$ cat src/rtl/regfile_wb_arbiter_pkg.sv
// Shared widths and requester encoding for the writeback arbiter and its scoreboard.
package regfile_wb_arbiter_pkg;

  localparam int unsigned REG_ADDR_W = 5;
  localparam int unsigned DATA_W     = 32;
  localparam int unsigned NUM_REGS   = 32;

  typedef enum logic {
    ReqAlu = 1'b0,
    ReqMem = 1'b1
  } req_id_e;

  // The requester that should win the next tie after `id` was granted.
  function automatic req_id_e other_req(req_id_e id);
    return (id == ReqAlu) ? ReqMem : ReqAlu;
  endfunction

endpackage

$ cat src/rtl/regfile_scoreboard.sv
// Busy scoreboard: one bit per architectural register, set by issue, cleared by writeback.
module regfile_scoreboard
  import regfile_wb_arbiter_pkg::*;
(
  input  logic                  clk,
  input  logic                  reset,
  input  logic                  set_en,
  input  logic [REG_ADDR_W-1:0] set_idx,
  input  logic                  clr_en,
  input  logic [REG_ADDR_W-1:0] clr_idx,
  output logic [NUM_REGS-1:0]   busy_vec
);

  logic [NUM_REGS-1:0] busy_q, busy_d;

  // Next-state: clear first so a same-cycle set (newer producer) wins; r0 never busy.
  always_comb begin
    busy_d = busy_q;
    if (clr_en) busy_d[clr_idx] = 1'b0;
    if (set_en) busy_d[set_idx] = 1'b1;
    busy_d[0] = 1'b0;
  end

  // Scoreboard state register.
  always_ff @(posedge clk) begin
    if (reset) busy_q <= '0;
    else       busy_q <= busy_d;
  end

  assign busy_vec = busy_q;

endmodule

$ cat src/rtl/regfile_wb_arbiter.sv
// Arbitrates ALU and load writebacks onto the single register-file write port.
module regfile_wb_arbiter
  import regfile_wb_arbiter_pkg::*;
#(
  parameter int unsigned RR_EN = 1
) (
  input  logic                  clk,
  input  logic                  reset,
  input  logic                  alu_valid,
  output logic                  alu_ready,
  input  logic [REG_ADDR_W-1:0] alu_dest,
  input  logic [DATA_W-1:0]     alu_data,
  input  logic                  mem_valid,
  output logic                  mem_ready,
  input  logic [REG_ADDR_W-1:0] mem_dest,
  input  logic [DATA_W-1:0]     mem_data,
  input  logic                  issue_valid,
  input  logic [REG_ADDR_W-1:0] issue_dest,
  output logic                  regWrite,
  output logic [REG_ADDR_W-1:0] destReg,
  output logic [DATA_W-1:0]     writeData,
  output logic [NUM_REGS-1:0]   busy_vec,
  output logic                  grant_mem
);

  // Requester favoured when both are valid.
  req_id_e rr_fav_q, rr_fav_d;

  logic                  alu_fire, mem_fire, xfer;
  logic [REG_ADDR_W-1:0] xfer_dest;
  logic [DATA_W-1:0]     xfer_data;

  logic                  reg_write_q;
  logic [REG_ADDR_W-1:0] dest_q;
  logic [DATA_W-1:0]     data_q;
  logic                  grant_mem_q;

  // Grant: lone requester wins at once; ties resolved by pointer or fixed MEM priority.
  always_comb begin
    alu_ready = 1'b0;
    mem_ready = 1'b0;
    if (!reset) begin
      if (alu_valid && mem_valid) begin
        if ((RR_EN != 0) && (rr_fav_q == ReqAlu)) alu_ready = 1'b1;
        else                                      mem_ready = 1'b1;
      end else begin
        alu_ready = alu_valid;
        mem_ready = mem_valid;
      end
    end
  end

  assign alu_fire  = alu_valid & alu_ready;
  assign mem_fire  = mem_valid & mem_ready;
  assign xfer      = alu_fire | mem_fire;
  assign xfer_dest = mem_fire ? mem_dest : alu_dest;
  assign xfer_data = mem_fire ? mem_data : alu_data;

  // Pointer moves to the loser of every transfer, contended or not.
  always_comb begin
    rr_fav_d = rr_fav_q;
    if (xfer) rr_fav_d = other_req(mem_fire ? ReqMem : ReqAlu);
  end

  // Write-port register: one-cycle delayed write; r0 transfers are swallowed.
  always_ff @(posedge clk) begin
    if (reset) begin
      rr_fav_q    <= ReqMem;
      reg_write_q <= 1'b0;
      dest_q      <= '0;
      data_q      <= '0;
      grant_mem_q <= 1'b0;
    end else begin
      rr_fav_q    <= rr_fav_d;
      reg_write_q <= xfer && (xfer_dest != '0);
      if (xfer) begin
        dest_q      <= xfer_dest;
        data_q      <= xfer_data;
        grant_mem_q <= mem_fire;
      end
    end
  end

  regfile_scoreboard u_scoreboard (
    .clk      (clk),
    .reset    (reset),
    .set_en   (issue_valid && (issue_dest != '0)),
    .set_idx  (issue_dest),
    .clr_en   (xfer),
    .clr_idx  (xfer_dest),
    .busy_vec (busy_vec)
  );

  assign regWrite  = reg_write_q;
  assign destReg   = dest_q;
  assign writeData = data_q;
  assign grant_mem = grant_mem_q;

endmodule

$ cat config.mk
export PLATFORM = sky130hd
export DESIGN_NAME = regfile_wb_arbiter
export DESIGN_NICKNAME = d
export VERILOG_FILES = /design/src/rtl/regfile_wb_arbiter_pkg.sv /design/src/rtl/regfile_scoreboard.sv /design/src/rtl/regfile_wb_arbiter.sv
export SDC_FILE = /design/constraint.sdc
export NUM_CORES = 1
export LEC_CHECK = 0
export CAP_MARGIN = 20
export CORE_ASPECT_RATIO = 0.9
export CORE_UTILIZATION = 38
export CTS_BUF_LIST = sky130_fd_sc_hd__clkbuf_2
export DETAILED_ROUTE_END_ITERATION = 12
export PLACE_DENSITY_LB_ADDON = 0.05
export SYNTH_ARGS = -nofsm -noshare
export SYNTH_HDL_FRONTEND = slang
export SYNTH_SLANG_ARGS = --single-unit
$ cat constraint.sdc
create_clock -name clk -period 1.7 [get_ports clk]
set_clock_uncertainty 0.2 [all_clocks]
set_input_delay 0.34 -clock clk [delete_from_list [all_inputs] [get_ports clk]]
set_output_delay 0.34 -clock clk [all_outputs]
set_load 0.01 [all_outputs]
==> metrics.txt <==
synthesized area per cell=8.23 um2; # DRC=0; Initial Utilization=roughly 40%; total die area=0.00906 mm2; Mapped Cells=401; initial drt markers=231; largest net degree at the start of global routing=41; die height=90.4 um; GPL Wtd Cong=0.845; CTS sink cnt=71; Crit Path Max Fanout=4; Ys Warns=0; WL final=11,600 um; failing checks=setup timing; P_leak=2.23 nW; sequential element share of the synthesized area=43.1%; Total Power=around 3.8 mW; Clk Tree Root Cell=clkbuf_2; # port buffers=155; largest vdd supply drop=453 uV; crit path DAT=1.28 ns; worst hold slack=0.0492 ns; ANT nets after route=0; crit path time final=between 1.5 and 2 ns; Req. time, crit path=1.16 ns; first-pass GRT wire length=18,300 um; antenna fix cells=0; met2 Resource Use GR=40.0%; Internal=2.72 mW; Routed wire per std cell=16.1 um; TritonCTS buffer count=9; worst min path class=input pin to flop; Max Slew Vio Count=0; clk slew on worst S/H paths=0.18 ns; status=finished with violations; M1 GR Usage=~34%; Seq cells post-synth=71; Sequential Power Share=47.6%; Cell Area, Placed=0.00526 mm2; busiest layer in global routing=met2; aggregate global-route resource usage=25.1%; number of flops mapped to enable cells by yosys=0; fin crit share=107%; clk_lat worst skew=roughly 0.50 ns; Synth Net Count=485; Switching Share=~28%; Clock power frac=between 20% and 30%; unrepaired setup endpoints after global routing=true; post-detail-place hpwl=between 8000 and 9000 um; Startpoint Class=flop; gr ovfl total=0; max frequency=0.550 GHz; post-route setup TNS=-0.321 ns; critical path class=flop to primary output; Clock Path Buffers=2; layout cells sized above 1=39.3%; Syn Std Cell Area=0.00330 mm2; vias per cell=5.45; Async SR Flop Fraction=0%; Area Overhead vs Synth=68.5%; vias in the first global route=about 3,800; area of the core=0.00822 mm2; final non-filler cell total=721; Die W=100 um; MaxCap Viol Count=0; cell area after layout=0.00556 mm2; CTS tree=built; initial antenna violation count=0; Setup crit start=rr_fav_q; switching pwr=1.06 mW; Post-Place Cells=slightly below 700; Cell Pwr Density=679 mW/mm2; H-Tree Depth=3; combinational fraction of design power=23.2%; Synth cell types=38; num rows=31; Setup-failing EPs final=7; critical hold path startpoint=alu_valid; top_reg_cell synth=dfxtp_1; via count=3,932; IO Count=157; met3 track demand over resource=around 5.1%; detailed-router iteration count before antenna repair=5; PnR worst setup slack=-0.118 ns; CP Capture Type=primary output; Hold Vio Cnt, Final=0; Critical R2R Launch=rr_fav_q; nets@finish=685
## worst paths after layout
path / end / slack (ns) / cells past startpoint
max: alu_ready / -0.12 / 3
min: rr_fav_q / 0.05 / 3
max reg2reg: u_scoreboard.busy_vec[16] / -0.04 / 6
min reg2reg: grant_mem / 0.29 / 2
## through the flow
stage	setup slack (ns)	utilization [%]
3_3_place_gp	-0.566	64.0
2_1_floorplan	-0.0136	-
3_5_place_dp	-0.626	64.0
4_1_cts	-0.148	67.3
6_report	-0.118	67.6
5_1_grt	-0.170	67.6
## registers in the layout (all words and copies together), names as in the netlist
name / flops
writeData: 32
u_scoreboard.busy_vec: 31
destReg: 5
grant_mem: 1
regWrite: 1
rr_fav_q: 1
## Yosys cell counts, types with 2 or more instances
| library cell | count | area share, % |
|---|---|---|
| a211oi_1 | 16 | 3.6 |
| a21oi_1 | 35 | 5.3 |
| a222oi_1 | 17 | 5.2 |
| a311oi_1 | 35 | 9.3 |
| and3_1 | 2 | 0.38 |
| and3b_1 | 2 | 0.53 |
| buf_1 | 2 | 0.23 |
| buf_2 | 11 | 1.7 |
| buf_4 | 5 | 1.1 |
| clkbuf_1 | 14 | 1.6 |
| dfxtp_1 | 71 | 43 |
| inv_1 | 2 | 0.23 |
| nand2_1 | 59 | 6.7 |
| nand2b_1 | 4 | 0.76 |
| nand3_1 | 4 | 0.61 |
| nand3b_1 | 5 | 1.1 |
| nand4_1 | 4 | 0.76 |
| nand4b_1 | 5 | 1.3 |
| nor2_1 | 74 | 8.4 |
| nor2b_1 | 5 | 0.95 |
| nor3b_2 | 3 | 1.1 |
| o2111ai_1 | 3 | 0.80 |
| o21ai_0 | 6 | 0.91 |
| o41ai_1 | 3 | 0.80 |
## placed cells by master (no fill, tap or decap), types with 5 or more instances in the layout
master           synthesis  final
nor2_1                  74     73
a21oi_2                  0      5
dfxtp_2                  0     69
clkdlybuf4s15_1          0     24
a222oi_1                17     17
a311oi_1                35     25
buf_4                    5     62
nand4b_1                 5      5
nand2_1                 59     59
a211oi_2                 0      5
o21ai_0                  6      5
clkbuf_2                 0     48
a311oi_2                 0     10
a211oi_1                16     11
clkdlybuf4s50_1          0     80
nand3b_1                 5      5
buf_2                   11      9
a21oi_1                 35     30
## critical path: stages (launching register included)
cell and delay (ns):
dfxtp_2 0.39, nand2_1 0.06, and3b_1 0.18, buf_2 0.14
## kinds of logic (layout without fill, tap and decap cells)
family / count (synthesis) / in the layout / synth area share [%]
AOI/OAI and AO/OA: 118 / 118 / 27.0
buffers and inverters: 36 / 241 / 5.31
DFF: 71 / 71 / 43.1
other: 1 / 1 / 0.114
and+or+nand+nor: 175 / 175 / 24.5
## area by class of cell
type | instances | area (um2)
inverters | 3 | 13.8
well taps | 115 | 144
repair buffers | 222 | 1870
clock buffers | 12 | 60.1
multi-input cells | 294 | 1900
fillers | 714 | 2660
flip-flops and latches | 71 | 1510
clock inverters | 4 | 70.1
## per-layer routing
layer,wire (um),vias to the layer above
met4,203,0
met2,5620,147
met1,5100,1873
met3,701,20
met5,0,-
li1,-,1892
## power by group through the flow
| stage | clock, mW | combinational, mW | sequential [mW] |
|---|---|---|---|
| finish | 1.10 | 0.874 | 1.80 |
| global route | 1.20 | 0.943 | 1.81 |
| CTS | 1.13 | 0.856 | 1.80 |
| detailed placement | 0 | 0.874 | 1.82 |
| global placement | 0 | 0.858 | 1.82 |
| floorplan | 0 | 0.316 | 1.85 |
## timing repair
action,in CTS,in global routing
pin swaps,1,18
hold endpoints to repair,4,0
hold buffers,1,0
setup buffers,4,8
endpoints found under the setup margin,104,95
gates resized for setup,215,92
(Power assumes the default switching activity.)
